<file path="src/rtl/avr_io_pkg.sv">
// -----------------------------------------------------------------------------
// avr_io_pkg
// Shared I/O-space definitions for the avr_soc peripherals.
//   - Register offsets of a GPIO port window relative to its PIN address.
//   - Absolute I/O addresses of the port B instance.
//   - PCIFR bit positions.
//   - Register-select enum plus a decode helper used by the port peripheral.
// -----------------------------------------------------------------------------
package avr_io_pkg;

  // Offsets inside a GPIO port window (window base = PIN register address).
  localparam logic [7:0] OFF_PIN   = 8'd0;
  localparam logic [7:0] OFF_DDR   = 8'd1;
  localparam logic [7:0] OFF_PORT  = 8'd2;
  localparam logic [7:0] OFF_PCMSK = 8'd3;
  localparam logic [7:0] OFF_PCIFR = 8'd4;
  localparam logic [7:0] OFF_LAST  = OFF_PCIFR;

  // Port B instance addresses in the 6-bit I/O space.
  localparam logic [5:0] PINB_ADDR   = 6'h16;
  localparam logic [5:0] DDRB_ADDR   = 6'h17;
  localparam logic [5:0] PORTB_ADDR  = 6'h18;
  localparam logic [5:0] PCMSKB_ADDR = 6'h19;
  localparam logic [5:0] PCIFRB_ADDR = 6'h1A;

  // PCIFR bit indices.
  localparam int PCIF_BIT = 0;
  localparam int PCIE_BIT = 1;

  typedef enum logic [2:0] {
    REG_PIN,
    REG_DDR,
    REG_PORT,
    REG_PCMSK,
    REG_PCIFR,
    REG_NONE
  } io_reg_e;

  // Map a window offset to a register select; anything outside the window
  // (hit low) selects nothing.
  function automatic io_reg_e decode_reg(input logic hit, input logic [7:0] offset);
    io_reg_e sel;
    sel = REG_NONE;
    if (hit) begin
      unique case (offset)
        OFF_PIN:   sel = REG_PIN;
        OFF_DDR:   sel = REG_DDR;
        OFF_PORT:  sel = REG_PORT;
        OFF_PCMSK: sel = REG_PCMSK;
        OFF_PCIFR: sel = REG_PCIFR;
        default:   sel = REG_NONE;
      endcase
    end
    return sel;
  endfunction

endpackage

</file>
<file path="src/rtl/gpio_sync.sv">
// -----------------------------------------------------------------------------
// gpio_sync
// Two-flop synchroniser for asynchronous input levels plus a one-cycle-delayed
// copy used for edge detection.
//   clk     in          system clock
//   reset   in          synchronous, active-high reset
//   d       in  WIDTH   raw asynchronous levels
//   s2      out WIDTH   synchronised levels (second stage)
//   change  out WIDTH   bits whose synchronised level differs from last cycle
// -----------------------------------------------------------------------------
module gpio_sync #(
  parameter int WIDTH = 8
) (
  input  logic             clk,
  input  logic             reset,
  input  logic [WIDTH-1:0] d,
  output logic [WIDTH-1:0] s2,
  output logic [WIDTH-1:0] change
);

  logic [WIDTH-1:0] s1;
  logic [WIDTH-1:0] prev;

  // NOTE: state registers use non-blocking assignments so every flop samples
  // the pre-edge value of its source; blocking here would collapse the chain.
  always_ff @(posedge clk) begin
    if (reset) begin
      s1   <= '0;
      s2   <= '0;
      prev <= '0;
    end else begin
      s1   <= d;
      s2   <= s1;
      prev <= s2;
    end
  end

  assign change = s2 ^ prev;

endmodule

</file>
<file path="src/rtl/avr_gpio_port.sv">
// -----------------------------------------------------------------------------
// avr_gpio_port
// Memory-mapped GPIO port on the avr_soc I/O bus with AVR-style PIN-write
// toggling and a maskable pin-change interrupt.
//   clk       in          system clock
//   reset     in          synchronous, active-high reset
//   io_addr   in  6       CPU I/O address
//   io_wr     in  1       write strobe (one cycle per write)
//   io_rd     in  1       read strobe (no side effects)
//   io_wdata  in  8       write data
//   io_rdata  out 8       read data, combinational; 8'h00 outside the window
//   io_sel    out 1       io_addr lies in BASE..BASE+4
//   port      out WIDTH   PORT register (output value / pull-up enable)
//   ddr       out WIDTH   DDR register (1 = output)
//   pin       in  WIDTH   raw asynchronous pin levels
//   irq       out 1       pin-change interrupt request (level)
// Register window: PIN=BASE, DDR=BASE+1, PORT=BASE+2, PCMSK=BASE+3,
// PCIFR=BASE+4 ({6'b0, pcie, pcif}).
// -----------------------------------------------------------------------------
module avr_gpio_port
  import avr_io_pkg::*;
#(
  parameter logic [7:0] BASE  = 8'h16,
  parameter int         WIDTH = 8
) (
  input  logic             clk,
  input  logic             reset,
  input  logic [5:0]       io_addr,
  input  logic             io_wr,
  input  logic             io_rd,
  input  logic [7:0]       io_wdata,
  output logic [7:0]       io_rdata,
  output logic             io_sel,
  output logic [WIDTH-1:0] port,
  output logic [WIDTH-1:0] ddr,
  input  logic [WIDTH-1:0] pin,
  output logic             irq
);

  logic [WIDTH-1:0] pcmsk;
  logic             pcie;
  logic             pcif;

  logic [WIDTH-1:0] pin_s2;
  logic [WIDTH-1:0] pin_change;
  logic             change_hit;

  logic [7:0]       addr8;
  logic [7:0]       offset;
  io_reg_e          reg_sel;
  logic [WIDTH-1:0] wdata_w;

  // The read strobe carries no side effects in this block.
  logic             unused_rd;
  assign unused_rd = io_rd;

  // ---------------------------------------------------------------------------
  // Input path
  // ---------------------------------------------------------------------------
  gpio_sync #(
    .WIDTH (WIDTH)
  ) u_sync (
    .clk    (clk),
    .reset  (reset),
    .d      (pin),
    .s2     (pin_s2),
    .change (pin_change)
  );

  assign change_hit = |(pin_change & pcmsk);

  // ---------------------------------------------------------------------------
  // Address decode
  // ---------------------------------------------------------------------------
  assign addr8   = {2'b00, io_addr};
  assign offset  = addr8 - BASE;
  // Both bounds are needed: the subtraction wraps for addresses below BASE.
  assign io_sel  = (addr8 >= BASE) && (offset <= OFF_LAST);
  assign reg_sel = decode_reg(io_sel, offset);
  assign wdata_w = io_wdata[WIDTH-1:0];

  // ---------------------------------------------------------------------------
  // Registers
  // ---------------------------------------------------------------------------
  always_ff @(posedge clk) begin
    if (reset) begin
      port  <= '0;
      ddr   <= '0;
      pcmsk <= '0;
      pcie  <= 1'b0;
      pcif  <= 1'b0;
    end else begin
      if (io_wr) begin
        unique case (reg_sel)
          REG_PIN:   port  <= port ^ wdata_w;
          REG_DDR:   ddr   <= wdata_w;
          REG_PORT:  port  <= wdata_w;
          REG_PCMSK: pcmsk <= wdata_w;
          REG_PCIFR: pcie  <= io_wdata[PCIE_BIT];
          default:   ;
        endcase
      end

      // A detected change takes priority over a same-cycle write-1-to-clear
      // so an event arriving during the acknowledge is never dropped.
      if (change_hit) begin
        pcif <= 1'b1;
      end else if (io_wr && (reg_sel == REG_PCIFR) && io_wdata[PCIF_BIT]) begin
        pcif <= 1'b0;
      end
    end
  end

  assign irq = pcif & pcie;

  // ---------------------------------------------------------------------------
  // Read mux
  // ---------------------------------------------------------------------------
  // NOTE: every output of this combinational block is given a default first,
  // so no path through the case leaves it unassigned and no latch is inferred.
  always_comb begin
    io_rdata = 8'h00;
    unique case (reg_sel)
      REG_PIN:   io_rdata[WIDTH-1:0] = pin_s2;
      REG_DDR:   io_rdata[WIDTH-1:0] = ddr;
      REG_PORT:  io_rdata[WIDTH-1:0] = port;
      REG_PCMSK: io_rdata[WIDTH-1:0] = pcmsk;
      REG_PCIFR: begin
        io_rdata[PCIE_BIT] = pcie;
        io_rdata[PCIF_BIT] = pcif;
      end
      default:   io_rdata = 8'h00;
    endcase
  end

endmodule

</file>
<file path="config.mk">
export PLATFORM = sky130hd
export DESIGN_NAME = avr_gpio_port
export DESIGN_NICKNAME = d
export VERILOG_FILES = /design/src/rtl/avr_io_pkg.sv /design/src/rtl/gpio_sync.sv /design/src/rtl/avr_gpio_port.sv
export SDC_FILE = /design/constraint.sdc
export NUM_CORES = 1
export LEC_CHECK = 0
export ABC_AREA = 1
export CORE_MARGIN = 3
export CORE_UTILIZATION = 49
export CTS_CLUSTER_SIZE = 30
export DETAILED_ROUTE_END_ITERATION = 8
export GPL_TIMING_DRIVEN = 0
export PLACE_DENSITY_LB_ADDON = 0.3
export SYNTH_ARGS = -nofsm -noshare
export SYNTH_HDL_FRONTEND = slang
export SYNTH_SLANG_ARGS = --single-unit
export TNS_END_PERCENT = 50
</file>
<file path="constraint.sdc">
create_clock -name clk -period 3.2 [get_ports clk]
set_clock_uncertainty 0.15 [all_clocks]
set_input_delay 0.64 -clock clk [delete_from_list [all_inputs] [get_ports clk]]
set_output_delay 0.64 -clock clk [all_outputs]
set_load 0.03 [all_outputs]
</file>
## Yosys cells after proc, flatten, opt, wreduce, memory -nomap -nowiden

Index checks and enable logic that the tools add are counted.

| storage, ports and cells | value |
|---|---|
| output and inout bits | 26 |
| word-level logic and storage cells | 42 |
| bits of input ports | 26 |
| flip-flop bits (word level) | 50 |

| operators by class | value |
|---|---|
| equal/unequal tests | 8 |
| bitwise gates (word level) | 4 |
| muxes and demuxes | 7 |
| order comparisons | 2 |
| $add $sub $neg | 1 |
| reduce and logical (&&, ||, !) cells | 12 |

Operator list:

| kind | count |
|---|---|
| 6-bit one-hot mux with 4 select lines | 1 |
| 8-bit by 2-bit equality test with 1-bit output, second input constant | 2 |
| 8-bit one-hot mux with 2 select lines | 1 |
| 8-bit XOR | 2 |
| 3-bit one-hot mux with 5 select lines | 1 |
| 2-bit one-hot mux with 5 select lines | 1 |
| 8-bit AND | 1 |
| 8-bit by 1-bit equality test with 1-bit output, second input constant | 1 |
| 8-bit by 3-bit equality test with 1-bit output, second input constant | 1 |
| 8-bit by 3-bit less-or-equal comparator with 1-bit output, second input constant | 1 |
| 8-bit zero test | 1 |
| 2-bit AND reduction | 4 |
| 8-bit OR reduction | 1 |
| 6-bit by 5-bit subtractor with 7-bit output, second input constant | 1 |
| 3-bit by 2-bit equality test with 1-bit output, second input constant | 2 |
| 6-bit by 5-bit greater-or-equal comparator with 1-bit output, second input constant | 1 |
| 2-bit nonzero test | 2 |
| 3-bit by 1-bit equality test with 1-bit output, second input constant | 1 |
| 3-bit equality test, second input constant | 1 |
| 1-bit logical AND | 3 |
| 3-bit zero test | 1 |
| 3-bit two-way mux | 1 |
| 1-bit two-way mux | 2 |
| 1-bit AND | 1 |

## Depth between registers and ports, before layout

| depth | value |
|---|---|
| depth after elaboration | 9 |
| mapped depth | 12 |

## Modules after synthesis

Synthesis repeated with hierarchy kept, for this count alone.

| unflattened totals | value |
|---|---|
| cells, all modules | 360 |
| area total of the unflattened synthesis | 2537.4 µm² |

Modules (own cells, without submodules):

| module | cells an instance | sequential area each (µm²) | instances | area each (µm²) |
|---|---|---|---|---|
| avr_gpio_port | 254 | 520.5 | 1 | 1734.2 |
| gpio_sync | 106 | 480.5 | 1 | 803.3 |

## Worst setup path before layout

No wires, ideal clock.

| path | value |
|---|---|
| kind | input to output |
| start point | input io_addr[1] |
| end point | output io_sel |
| stages on the path | 6 |
| buffers on the path | 0 |
| required time | 2.410 ns |
| arrival time | 1.986 ns |
| setup slack | 0.424 ns |
| cells stage by stage | ha_1 -> inv_1 -> nand2_4 -> nand3_1 -> nand2_4 -> o31ai_1 |

| between the ends | value |
|---|---|
| cells in the longest elaborated chain, start to end | 3 |
| elaborated cells between the ends (all ways) | 4 |

RTL lines:

| what | RTL line | source |
|---|---|---|
| start, declared | avr_gpio_port.sv:28 | `input logic [5:0] io_addr,` |
| 6-bit by 5-bit subtractor with 7-bit output | avr_gpio_port.sv:76 | `assign offset = addr8 - BASE;` |
| 8-bit by 3-bit less-or-equal comparator with 1-bit output | avr_gpio_port.sv:78 | `assign io_sel = (addr8 >= BASE) && (offset <= OFF_LAST);` |
| 1-bit logical AND (*) | avr_gpio_port.sv:78 |  |
| end, declared | avr_gpio_port.sv:33 | `output logic io_sel,` |

Mark *: on every way between the ends. The rest lies on a longest branch, timed or not.

## Worst setup path after layout

| path | value |
|---|---|
| start point | input io_addr[2] |
| end point | output io_rdata[5] |

| between the ends | value |
|---|---|
| cells in the longest elaborated chain, start to end | 6 |
| elaborated cells between the ends (all ways) | 16 |

RTL lines:

| what | RTL line | source |
|---|---|---|
| 6-bit by 5-bit subtractor with 7-bit output | avr_gpio_port.sv:76 |  |
| 8-bit by 3-bit less-or-equal comparator with 1-bit output (tied with other cells) | avr_gpio_port.sv:78 |  |
| 1-bit logical AND or 3-bit one-hot mux with 5 select lines (tied branches) | avr_gpio_port.sv:78, avr_io_pkg.sv:45 |  |
| 3-bit two-way mux (*) | avr_io_pkg.sv:44 | `if (hit) begin` |
| 3-bit by 2-bit equality test with 1-bit output (tied with other cells) | avr_gpio_port.sv:123 | `unique case (reg_sel)` |
| 6-bit one-hot mux with 4 select lines (*) | avr_gpio_port.sv:123 |  |
| end, declared | avr_gpio_port.sv:32 | `output logic [7:0] io_rdata,` |

Marked as above.

==> impl_metrics.yaml <==
routing:
  wl_per_cell_um: 13.3
  vias_per_cell: 5.24
  initialDrtViolationCount: 241
  route.detailed.drc: 0
  drtPass1Iterations: 7
  drtAntennaViolNets: 0
  vias: 2528
  drt-total-wl_um: 6420
power:
  p_per_area_nw_per_um2: 376
  swShare_pct: 27.9
  leakagePower_nw: 1.37
  peakVddDrop_mv: 0.325
  internal_power_uw: 910
  p_seq_share_pct: 51.3
  pwr-share-clk_pct: 31.5
  switching_power_uw: 352
  p_total_mw: 1.26
  power_frac_comb_pct: 17.2
min_path:
  hold_path.class: "reg2reg"
  min-delay-start: "u_sync.s1[2]$_SDFF_PP0_"
  hold_path_end: "u_sync.s2[2]$_SDFF_PP0_"
  holdPathStages: 2
die:
  ios: 52
  dieWidth_um: 78.4
  dieArea_um2: 6140
  fp-row-count: 25
  coreArea_um2: 4880
  initial_core_util_pct: 52.6
  die_y_um: 78.4
clocking:
  clock_path_buffers: 2
  cts_buffers: 5
  root_buffer: "clkbuf_8"
  cts_max_level: 2
  cts_num_sinks: 50
  tritoncts: "yes"
  postCtsHoldBufs: 0
  path_clk_slew_ps: 90
  clk_latency_ps: 300
worst_setup_path:
  r2r_slack_ps: 1830
  crit_slowest_cell: "dlygate4sd2_1"
  worst_setup_path_end_kind: "output port"
  cp_cell_sequence: "dlygate4sd2_1 > ha_2 > inv_1 > nand2_4 > nand3_1 > nand2_4 > nor2_8 > buf_4 > nand3_1 > nand4_1 > buf_4"
  cp.required_ps: 2410
  start_kind: "primary input"
  critPathMaxStageDelay_ps: 240
  critical_path.top_delay_family: "buffers and inverters"
  crit_arrival_ps: 2230
  cp_max_fo: 10
  r2r-end: "pcif$_SDFFE_PP0P_"
  r2r_cells: 5
  path_buf_inv: 4
  path_class: "in2out"
  rr_startpoint: "u_sync.s2[1]$_SDFF_PP0_"
yosys:
  ys_ff_latch: 50
  syn-num-nets: 371
  ys_warn_count: 0
  yosysSeqAreaShare_pct: 39.0
  syn_inst: 344
  syn_area_per_cell_um2: 7.46
  synth_area_leaders: "dfxtp_1 (39%), nand3_1 (11%), nand2_1 (9.2%)"
  synth.top_cell.area_share_pct: 39.0
  synth_cell_types: 30
  syn_area_um2: 2560
  synth.largest_area_cell: "dfxtp_1"
placed_design:
  hpwlAfterDp_um: 4720
  place_ws_ps: -833
  place_inst: 460
  gp_congestion: 0.856
  port_buffers: 49
  place_area_um2: 3140
sta:
  final_max_slew_viol_count: 0
  worst_pin_slew_ps: 664
  setup_viol: 0
  hold_violations: 0
  setup_slack_ps: 180
  fmax_mhz: 331
  period_share_pct: 94.4
  rsz0062_at_grt: "no"
  slew_headroom_pct: 55.7
  period_needed_ps: 3020
  fin_tns_setup_ps: 0
  hold_ws_ps: 256
layout:
  design_area_um2: 3350
  num-nets-final: 441
  fin_util_pct: 68.7
  syn_to_final_growth_pct: 30.7
  drive_gt1_share_pct: 17.1
  antenna_cells: 0
  fin_cells: 482
global_route:
  grt_pass1_vias: 2359
  grt_use_total_pct: 22.1
  grt_max_degree: 17
  antenna_found_initial: 0
  grt_first_pass_wirelength_um: 11000
  grt-ovfl-total: 0
outcome:
  outcome: "completed"
run:
  maxCapViolations: 0
state kept, by name (all words and copies together) (netlist names):
signal	cells
u_sync.s1	8
pcmsk	8
pcif	1
port	8
ddr	8
u_sync.prev	8
u_sync.s2	8
pcie	1
metal layers:
layer	vias to the layer above	part of all wire [%]	track usage, %
li1	1274	-	-
met1	1147	42	28.0
met2	92	51	39.7
met3	15	6.0	3.56
met4	0	1.0	4.37
met5	-	0	0
cells in the final DEF, fill, tap and decap left out:
cell / instances
inv_1: 36
buf_2: 3
o31ai_1: 1
clkbuf_8: 6
clkinvlp_4: 1
inv_2: 1
nand3_1: 56
o21ai_0: 2
inv_6: 1
nand3_2: 2
o21bai_1: 3
a21oi_2: 8
nor3_4: 2
nor2_8: 1
o22ai_1: 1
clkbuf_1: 6
buf_8: 1
dfxtp_1: 50
dlymetal6s2s_1: 1
nor3_1: 1
ha_2: 1
buf_1: 1
a21oi_1: 19
nor2_4: 2
nor2_1: 35
nand4_1: 22
clkdlybuf4s50_1: 37
nand2_1: 63
buf_4: 20
nand3_4: 4
xor2_1: 9
buf_6: 8
clkbuf_2: 1
clkbuf_4: 1
or2_2: 3
nand2_2: 1
o21ai_2: 1
nand2_4: 3
dlygate4sd2_1: 1
worst register-to-register path, stage by stage, from the launching register on:
cell	delay [ps]
dfxtp_1	350
or2_2	300
nand3_1	70
nand4_1	100
nor3_1	170
a21oi_1	100
layout make-up:
| type | instances | area [um2] |
|---|---|---|
| buffer | 17 | 121 |
| clock buffer | 6 | 82.6 |
| clock inverter | 2 | 16.3 |
| fill | 416 | 1530 |
| inverter | 37 | 139 |
| multi-input combinational | 240 | 1330 |
| sequential | 50 | 1000 |
| tap | 67 | 83.8 |
| timing repair buffer | 63 | 579 |
cells by family after synthesis:
group                      share of synthesized area, %
AOI/OAI and AO/OA                                  8.44
xor gates and xnor gates                           3.07
buffers and inverters                              9.41
and+or+nand+nor                                    39.6
adders and majority gates                         0.488
DFF                                                39.0
cells in the mapped netlist:
master	number
buf_6	3
o21ai_0	2
o21ai_1	1
nand4_1	22
nand3_2	2
buf_4	3
a21oi_2	8
or2_2	3
nor2_8	1
inv_2	1
nand3_1	56
inv_1	36
buf_1	1
o21bai_1	3
nand3_4	4
nor2_1	35
o31ai_1	1
ha_1	1
o22ai_1	1
nor3_4	2
nand2_4	3
dfxtp_1	50
a21oi_1	19
nand2_1	63
nand2_2	1
clkbuf_1	6
xor2_1	9
nor2_4	2
buf_2	4
nor3_1	1
power groups by stage:
stage	clock [mW]	sequential (mW)	combinational, mW
after detailed placement	0	0.661	0.190
after global routing	0.427	0.649	0.236
after global placement	0	0.660	0.186
final	0.398	0.647	0.217
after CTS	0.400	0.647	0.213
after floorplan	0	0.663	0.117
how the worst max path moves through the flow:
stage / slack [ps] / end / startpoint / depth (start not counted)
6_report: 180 / io_rdata[5] / io_addr[2] / 11
5_1_grt: 70 / io_rdata[7] / io_addr[2] / 9
4_1_cts: 40 / io_rdata[0] / io_addr[1] / 14
3_5_place_dp: -830 / io_rdata[1] / io_addr[1] / 14
3_3_place_gp: -810 / io_rdata[1] / io_addr[1] / 14
2_1_floorplan: 420 / io_sel / io_addr[1] / 6
repair_timing:
action                                  4_1_cts  5_1_grt
setup buffers                                12        1
pin swaps                                     8        2
resized for setup                            67        4
gates cloned                                  1        0
endpoints found under the setup margin        9        9
(Power assumes the default switching activity.)
